File: config.mk
export PLATFORM = sky130hd
export DESIGN_NAME = accel_hazard_ctrl_flat
export DESIGN_NICKNAME = d
export VERILOG_FILES = /design/src/rtl/accel_hazard_ctrl_pkg.sv /design/src/rtl/accel_hazard_ctrl_if.sv /design/src/rtl/accel_hazard_ctrl_unit_tracker.sv /design/src/rtl/accel_hazard_ctrl.sv /design/src/flat_wrapper.sv
export SDC_FILE = /design/constraint.sdc
export NUM_CORES = 1
export LEC_CHECK = 0
export CAP_MARGIN = 20
export CORE_MARGIN = 1.5
export CORE_UTILIZATION = 40
export CTS_CLUSTER_DIAMETER = 60
export DETAILED_ROUTE_END_ITERATION = 7
export PLACE_DENSITY = 0.69
export RECOVER_POWER = 25
export SLEW_MARGIN = 20
export SYNTH_ARGS = -nofsm -noshare
export SYNTH_HDL_FRONTEND = slang
export SYNTH_HIERARCHICAL = 1
export SYNTH_SLANG_ARGS = --single-unit
File: constraint.sdc
create_clock -name Clk -period 2 [get_ports Clk]
set_clock_uncertainty 0.2 [all_clocks]
set_input_delay 0.2 -clock Clk [delete_from_list [all_inputs] [get_ports Clk]]
set_output_delay 0.2 -clock Clk [all_outputs]
set_load 0.01 [all_outputs]
File: src/rtl/accel_hazard_ctrl_pkg.sv
// vbsme_hazard_pkg: accelerator opcode, field positions and per-unit state type
package vbsme_hazard_pkg;
  localparam logic [5:0] ACCEL_OPCODE = 6'h1C;
  localparam logic [5:0] FUNCT_START = 6'h01;
  localparam logic [5:0] FUNCT_WAIT = 6'h02;
  localparam int OP_LSB = 26;
  localparam int UNIT_LSB = 21;
  localparam int FUNCT_LSB = 0;
  typedef enum logic {IDLE, BUSY} unit_state_e;
endpackage

File: src/rtl/accel_hazard_ctrl_if.sv
// accel_hazard_ctrl_if: decode/completion inputs and stall/status outputs of the hazard controller
interface accel_hazard_ctrl_if #(parameter int NUM_UNITS = 2);
  logic instr_valid;
  logic [31:0] instruction;
  logic [NUM_UNITS-1:0] complete, start, busy, timeout_err;
  logic pc_stall, bad_unit_err;
  modport master(output instr_valid, instruction, complete, input pc_stall, start, busy, timeout_err, bad_unit_err);
  modport slave(input instr_valid, instruction, complete, output pc_stall, start, busy, timeout_err, bad_unit_err);
endinterface

File: src/rtl/accel_hazard_ctrl_unit_tracker.sv
// accel_unit_tracker: per-unit launch pulse, busy state, completion sampling and timeout watchdog
module accel_unit_tracker
  import vbsme_hazard_pkg::*;
#(
  parameter int TIMEOUT_CYC = 4096
) (
  input  logic Clk,
  input  logic Rst,
  input  logic launch,
  input  logic complete,
  output logic start,
  output logic busy,
  output logic timeout_err
);
  localparam int CW = TIMEOUT_CYC > 0 ? $clog2(TIMEOUT_CYC + 1) : 1;
  localparam logic [CW-1:0] LAST = CW'(TIMEOUT_CYC > 0 ? TIMEOUT_CYC - 1 : 0);
  unit_state_e state_q, state_d;
  logic start_q, start_d, tmo_q, tmo_d, done, expire;
  logic [CW-1:0] cnt_q, cnt_d;
  always_ff @(posedge Clk) begin
    if (Rst) begin
      state_q <= IDLE;
      start_q <= 1'b0;
      tmo_q <= 1'b0;
      cnt_q <= '0;
    end else begin
      state_q <= state_d;
      start_q <= start_d;
      tmo_q <= tmo_d;
      cnt_q <= cnt_d;
    end
  end
  always_comb begin
    done = state_q == BUSY && !start_q && complete;
    expire = TIMEOUT_CYC > 0 && state_q == BUSY && cnt_q == LAST && !done;
    state_d = launch ? BUSY : (done || expire) ? IDLE : state_q;
    start_d = launch;
    tmo_d = tmo_q || expire;
    cnt_d = launch ? '0 : state_q == BUSY ? cnt_q + CW'(1) : cnt_q;
  end
  always_comb begin
    busy = state_q == BUSY;
    start = start_q;
    timeout_err = tmo_q;
  end
endmodule

File: src/rtl/accel_hazard_ctrl.sv
// accel_hazard_ctrl: decodes accelerator START/WAIT, launches unit trackers and stalls the PC on hazards
module accel_hazard_ctrl
  import vbsme_hazard_pkg::*;
#(
  parameter int NUM_UNITS = 2,
  parameter bit BLOCKING = 1'b1,
  parameter int TIMEOUT_CYC = 4096
) (
  input logic Clk,
  input logic Rst,
  accel_hazard_ctrl_if.slave bus
);
  logic [4:0] unit;
  logic is_start, is_wait, is_accel, unit_ok, pc_stall, accept, bad_q, bad_d;
  logic [31:0] busy_ext;
  logic [NUM_UNITS-1:0] launch, start_v, busy_v, tmo_v;
  always_comb begin
    unit = bus.instruction[UNIT_LSB +: 5];
    is_accel = bus.instr_valid && bus.instruction[OP_LSB +: 6] == ACCEL_OPCODE;
    is_start = is_accel && bus.instruction[FUNCT_LSB +: 6] == FUNCT_START;
    is_wait = is_accel && bus.instruction[FUNCT_LSB +: 6] == FUNCT_WAIT;
    unit_ok = 32'(unit) < NUM_UNITS;
    busy_ext = 32'(busy_v);
    pc_stall = ((is_start || is_wait) && busy_ext[unit]) || (BLOCKING && |busy_v);
    accept = is_start && unit_ok && !pc_stall;
    bad_d = bad_q || ((is_start || is_wait) && !unit_ok);
  end
  always_ff @(posedge Clk) bad_q <= Rst ? 1'b0 : bad_d;
  for (genvar i = 0; i < NUM_UNITS; i++) begin : g_unit
    assign launch[i] = accept && unit == 5'(i);
    accel_unit_tracker #(.TIMEOUT_CYC(TIMEOUT_CYC)) u_trk (
      .Clk(Clk),
      .Rst(Rst),
      .launch(launch[i]),
      .complete(bus.complete[i]),
      .start(start_v[i]),
      .busy(busy_v[i]),
      .timeout_err(tmo_v[i])
    );
  end
  assign bus.pc_stall = pc_stall;
  assign bus.start = start_v;
  assign bus.busy = busy_v;
  assign bus.timeout_err = tmo_v;
  assign bus.bad_unit_err = bad_q;
endmodule
File: src/flat_wrapper.sv
// flat-port wrapper written by rule: the top's interface ports become plain ports
module accel_hazard_ctrl_flat import vbsme_hazard_pkg::*;
#(
  parameter int NUM_UNITS = 2,
  parameter bit BLOCKING = 1'b1,
  parameter int TIMEOUT_CYC = 4096
)
  (Clk, Rst, bus_instr_valid, bus_instruction, bus_complete, bus_pc_stall, bus_start, bus_busy, bus_timeout_err, bus_bad_unit_err);
  accel_hazard_ctrl_if #(.NUM_UNITS(NUM_UNITS)) bus_i ();
  input logic Clk;
  input logic Rst;
  input wire logic [$bits(bus_i.instr_valid)-1:0] bus_instr_valid;
  input wire logic [$bits(bus_i.instruction)-1:0] bus_instruction;
  input wire logic [$bits(bus_i.complete)-1:0] bus_complete;
  output wire logic [$bits(bus_i.pc_stall)-1:0] bus_pc_stall;
  output wire logic [$bits(bus_i.start)-1:0] bus_start;
  output wire logic [$bits(bus_i.busy)-1:0] bus_busy;
  output wire logic [$bits(bus_i.timeout_err)-1:0] bus_timeout_err;
  output wire logic [$bits(bus_i.bad_unit_err)-1:0] bus_bad_unit_err;
  assign bus_i.instr_valid = bus_instr_valid;
  assign bus_i.instruction = bus_instruction;
  assign bus_i.complete = bus_complete;
  assign bus_pc_stall = bus_i.pc_stall;
  assign bus_start = bus_i.start;
  assign bus_busy = bus_i.busy;
  assign bus_timeout_err = bus_i.timeout_err;
  assign bus_bad_unit_err = bus_i.bad_unit_err;
  accel_hazard_ctrl #(.NUM_UNITS(NUM_UNITS), .BLOCKING(BLOCKING), .TIMEOUT_CYC(TIMEOUT_CYC)) u_core (.Clk(Clk), .Rst(Rst), .bus(bus_i));
endmodule
**Yosys cells after proc, flatten, opt, wreduce, memory -nomap -nowiden**

Cells that the tools add are included.

- Add/subtract/negate cells: 2
- $lt $le $gt $ge: 2
- Equal/unequal tests: 6
- Mux-type cells: 6
- Reductions and logical operators: 36

Operators by type and width:

| cell | number |
|---|---|
| $add A13 B1 Y13 const B | 2 |
| $eq A13 B12 Y1 const B | 2 |
| $logic_and A1 B1 Y1 | 17 |
| $logic_or A1 B1 Y1 | 7 |
| $eq A6 B1 Y1 const B | 1 |
| $eq A6 B2 Y1 const B | 1 |
| $eq A6 B5 Y1 const B | 1 |
| $logic_not A1 Y1 | 6 |
| $lt A5 B6 Y1 const B | 1 |
| $reduce_or A2 Y1 | 3 |
| $bmux W1 S5 | 1 |
| $eq A5 B1 Y1 const B | 1 |
| $logic_not A5 Y1 | 1 |
| $lt A5 B2 Y1 const B | 1 |
| $mux W1 | 5 |
| $reduce_bool A2 Y1 | 2 |

- Register bits after elaboration: 33
- Input bits: 37
- Output and inout bits: 8
- Word-level logic and storage cells: 61

**Logic depth before layout (Yosys ltp)**

- Word-level depth: 10
- Gate-level depth with buffers: 6
- Gate-level depth less buffers: 6

**By module**

Netlist, hierarchy kept.

Modules (own cells, without submodules):

| module | instances | cells an instance | area an instance (um^2) | sequential area each (um^2) |
|---|---|---|---|---|
| accel_unit_tracker | 2 | 78 | 724.4 | 320.3 |
| accel_hazard_ctrl | 1 | 14 | 130.1 | 20.0 |

**Worst setup path after synthesis**

No wires, ideal clock.

- Kind: register -> register
- Start: register u_core.g_unit[0].u_trk.state_q
- End: register u_core.g_unit[1].u_trk.cnt_q[0]
- Library setup time: 0.128 ns
- Arrival time: 1.556 ns
- Required time: 1.672 ns
- Slack: 0.116 ns
- Cell stages (with the launch flop): 7
- Buffers on the path: 1
- Clock period less this slack: 1.884 ns
- Path through: dfxtp_1 -> or2_1 -> nand4bb_1 -> nor3_1 -> or2_1 -> clkbuf_1 -> nor2_1

- Longest elaborated chain between the ends: 8
- Elaborated cells on any way between the ends: 9
- Classes of those cells: mux (2); reduce/logical (7)

RTL lines:

| element | line | text |
|---|---|---|
| start: declaration | accel_hazard_ctrl_unit_tracker.sv:17 | `unit_state_e state_q, state_d;` |
| start signal: assignment | accel_hazard_ctrl_unit_tracker.sv:27 | `state_q <= state_d;` |
| $bmux W1 S5 | accel_hazard_ctrl.sv:24 | `pc_stall = ((is_start \|\| is_wait) && busy_ext[unit]) \|\| (BLOCKING && \|busy_v);` |
| $mux W1 (implied by the code) | accel_hazard_ctrl.sv:24 |  |
| $logic_and A1 B1 Y1 | accel_hazard_ctrl.sv:24 |  |
| $logic_or A1 B1 Y1 (*) | accel_hazard_ctrl.sv:24 |  |
| named net bus_pc_stall | flat_wrapper.sv:15 | `output wire logic [$bits(bus_i.pc_stall)-1:0] bus_pc_stall;` |
| $logic_not A1 Y1 (*) | accel_hazard_ctrl.sv:25 | `accept = is_start && unit_ok && !pc_stall;` |
| $logic_and A1 B1 Y1 (*) | accel_hazard_ctrl.sv:25 |  |
| $logic_and A1 B1 Y1 (*) | accel_hazard_ctrl.sv:30 | `assign launch[i] = accept && unit == 5'(i);` |
| named net u_core.launch[1] | accel_hazard_ctrl.sv:16 | `logic [NUM_UNITS-1:0] launch, start_v, busy_v, tmo_v;` |
| $reduce_or A2 Y1 (no source line) (*) | n/a |  |
| end signal: assignment | accel_hazard_ctrl_unit_tracker.sv:30 | `cnt_q <= cnt_d;` |
| end: declaration | accel_hazard_ctrl_unit_tracker.sv:19 | `logic [CW-1:0] cnt_q, cnt_d;` |

Mark *: on every way through the listed nets, which the timed path passes. The rest lies on a longest branch. The select of a mux whose other input is x is not followed.
A chain may end at the register's enable or synchronous reset.

**Final worst setup path**

- Start: register u_core.g_unit[1].u_trk.cnt_q[0]
- End: register u_core.g_unit[1].u_trk.state_q

- Longest elaborated chain between the ends: 5

RTL lines:

| element | line | text |
|---|---|---|
| $eq A13 B12 Y1 | accel_hazard_ctrl_unit_tracker.sv:35 | `expire = TIMEOUT_CYC > 0 && state_q == BUSY && cnt_q == LAST && !done;` |
| $logic_and A1 B1 Y1 (2 in a row) | accel_hazard_ctrl_unit_tracker.sv:35 |  |
| $logic_or A1 B1 Y1 | accel_hazard_ctrl_unit_tracker.sv:36 | `state_d = launch ? BUSY : (done \|\| expire) ? IDLE : state_q;` |
| $reduce_bool A2 Y1 (no source line) | n/a |  |
| end signal: assignment | accel_hazard_ctrl_unit_tracker.sv:27 |  |
| end: declaration | accel_hazard_ctrl_unit_tracker.sv:17 |  |

No other way between the ends.

==> impl_metrics.py <==
metrics = {
    "cells_and_area": {
        "final-instance-count-excl-fill": 262,
        "multi_input_area_um2": 861,
        "layout-drive-gt1-share": 0.126,
        "most-common-layout-cells": "dfxtp_1, clkdlybuf4s50_1, a21oi_1",
        "antenna_cells": 0,
        "register_area_um2": 661,
        "areaGrowthSynthToFinish_pct": 32.5,
        "nFillCells": 348,
        "final_common_cell": "dfxtp_1",
        "nNetsFinal": 252,
    },
    "synthesis": {
        "synth_cells": 170,
        "avgSynthCellArea_um2": 9.29,
        "yosysTopAreaCell": "dfxtp_1",
        "synth_top_family_by_area": "simple AND/OR/NAND/NOR gates",
        "yosysUniqueCellTypes": 36,
        "synth_top_cells_by_area": "dfxtp_1, a21oi_1, nand4_1",
        "synth_xor_area_frac": 0.0388,
        "synth_area_um2": 1580,
        "seq_area_frac_synth": 0.418,
        "synth.top_cell.area_share": 0.418,
        "ys_seq_elements": 33,
        "synthAdderAreaFrac": 0.0158,
        "synthMuxAreaShare": 0.0380,
        "syn-num-nets": 209,
        "synthSimpleGateAreaFrac": 0.326,
        "synth_compound_area_frac": 0.131,
        "yosysWarnings": 6,
    },
    "power_and_ir_drop": {
        "sw_frac_of_total": 0.217,
        "pwr-share-clk": 0.393,
        "power.switching_mw": 0.264,
        "intPower_mw": 0.952,
        "p_comb_frac": 0.067,
        "p_leak_nw": 0.784,
        "seq_power_share": 0.540,
        "power.density_nw_per_um2": 581,
        "ir_worst_vdd_mv": 0.370,
        "finalPower_mw": 1.22,
    },
    "critical_path": {
        "end_kind": "flop",
        "cp.arrival_ns": 1.82,
        "required_ns": 1.98,
        "critPathKind": "reg2reg",
        "start_kind": "flop",
        "r2r_cells": 4,
        "critPathMaxFanout": 4,
        "r2r-end": "u_core/g_unit[1].u_trk/busy",
        "r2r_slack_ns": 0.16,
        "r2r_start": "u_core/g_unit[1].u_trk/cnt_q[0]",
    },
    "worst_hold_path": {
        "min_from": "u_core/g_unit[1].u_trk/timeout_err",
        "min_to": "u_core/g_unit[1].u_trk/timeout_err",
        "whs_path_depth": 2,
        "hold_class": "reg2reg",
    },
    "run_status": {
        "status": "complete, no violations",
    },
    "drt": {
        "route.detailed.drc": 0,
        "vias": 1412,
        "drt-pass1-iter-count": 4,
        "ant_nets": 0,
        "via_per_inst": 5.39,
        "routedWlPerCell_um": 13.9,
        "routed_wl_um": 3650,
        "drt_iter0_drc": 74,
    },
    "clock_tree": {
        "root_buffer": "clkbuf_8",
        "clk_pin_slew_ns": 0.06,
        "numCtsBuffers": 5,
        "clkLatencyLatePin_ns": 0.29,
        "cts_tree": "built",
        "post-cts-setup-buffers": 0,
        "clock-sinks": 33,
        "ctsHoldBuffers": 0,
        "htreeDepth": 2,
        "cts.path.max_buffers": 2,
        "cts_resized": 0,
    },
    "floorplanning": {
        "die_area_um2": 4330,
        "die_x_um": 65.8,
        "core.rowCount": 22,
        "initial_utilization": 0.425,
        "die_h_um": 65.8,
        "core-area_um2": 3720,
        "pin_count": 45,
    },
    "sta": {
        "maxSlewViolCount": 0,
        "tightest_slew_ns": 0.329,
        "finalCriticalPeriod_ns": 1.84,
        "hold_viol_final": 0,
        "max-slew-margin-rel": 0.779,
        "fmax_mhz": 543,
        "rsz0062_at_grt": "no",
        "period_share": 0.921,
        "holdWs_ns": 0.266,
        "setup_tns_ns": 0,
        "setup_viol": 0,
        "worst_slack_ns": 0.157,
    },
    "global_route": {
        "antenna_found_initial": 0,
        "grtUsageTotal": 0.202,
        "grt_max_degree": 12,
        "grt_pass1_vias": 1478,
        "grt_pass1_wl_um": 6580,
        "grt-ovfl-total": 0,
    },
    "placed_design": {
        "preCtsSetupSlack_ns": -0.0987,
        "place_congestion": 0.811,
        "hpwlAfterDp_um": 2780,
        "port_buffers": 29,
        "dp.cells": 254,
    },
    "job": {
        "drv_cap": 0,
    },
}
synthesized netlist by cell type, drive strengths merged:
cell type  number
nand3           3
nand2          12
o31ai           6
mux2i           6
inv             9
dfxtp          33
and4            2
a211oi          2
nor2           10
nor4            3
or4             6
or2             5
a21oi          14
nand2b          3
xnor2           5
o21ai           6
o41ai           1
nand4          14
nor4b           1
or3            10
nor2b           2
nor3            3
buf             2
and4b           1
ha              2
a41o            2
nor3b           2
clkbuf          2
nand4bb         1
xor2            2
state kept, by name, summed over array words and instances, names as in the netlist:
signal                           count
u_core/g_unit.u_trk/cnt_q           26
u_core/g_unit.u_trk/timeout_err      2
u_core/bus.bad_unit_err              1
u_core/g_unit.u_trk/busy             2
u_core/g_unit.u_trk/start            2
layer usage:
metal	track usage	vias to the layer above	share of wire	routed length (um)
met5	0	-	0	0
met4	0.0859	0	0.018	65
met3	0.0698	7	0.028	102
met2	0.360	16	0.54	1960
met1	0.214	672	0.42	1520
li1	-	717	-	-
worst max-delay path, stage by stage, from the launching register on:
cell     delay, ns
dfxtp_1       0.40
ha_1          0.23
nand4_1       0.14
or4_4         0.53
a41o_1        0.25
through the flow:
step	area [um2]	util
CTS	2100	0.566
floorplan	1580	-
global route	2090	0.563
global placement	2020	0.543
finish	2090	0.563
detailed placement	2020	0.543
kinds of logic (layout without fill, tap and decap cells):
kind of cell,count (synthesis),after routing
AND/OR/NAND/NOR,78,78
flip-flops,33,33
multiplexers,6,6
AO/OA/AOI/OAI,31,31
adder cells (fa/ha/maj),2,2
buffers and inverters,13,57
XOR/XNOR,7,7
layout make-up:
type / instances / area share
multi-input cells: 124 / 0.411
flip-flops and latches: 33 / 0.316
repair buffers: 40 / 0.188
clock buffers: 6 / 0.0347
well taps: 48 / 0.0287
inverters: 9 / 0.0161
clock inverters: 2 / 0.00478
worst max-delay path by stage:
stage / startpoint / end / slack, ns / cells after the start
floorplan: u_core/g_unit[0].u_trk/busy / u_core/g_unit[1].u_trk/cnt_q[0] / 0.12 / 6
CTS: u_core/g_unit[1].u_trk/cnt_q[0] / u_core/g_unit[1].u_trk/busy / 0.15 / 4
global route: u_core/g_unit[0].u_trk/cnt_q[0] / u_core/g_unit[0].u_trk/cnt_q[10] / 0.06 / 4
finish: u_core/g_unit[1].u_trk/cnt_q[0] / u_core/g_unit[1].u_trk/busy / 0.16 / 4
global placement: bus_instruction[22] / u_core/g_unit[1].u_trk/cnt_q[11] / -0.10 / 7
detailed placement: bus_instruction[22] / u_core/g_unit[1].u_trk/cnt_q[5] / -0.1 / 8
power by group through the flow:
stage	logic [mW]	clock network, mW	registers [mW]
finish	0.0811	0.478	0.657
global route	0.0879	0.540	0.656
CTS	0.0827	0.510	0.657
detailed placement	0.0824	0	0.672
global placement	0.0795	0	0.672
floorplan	0.0187	0	0.672
Note: power is estimated with default switching activity, not from simulation.
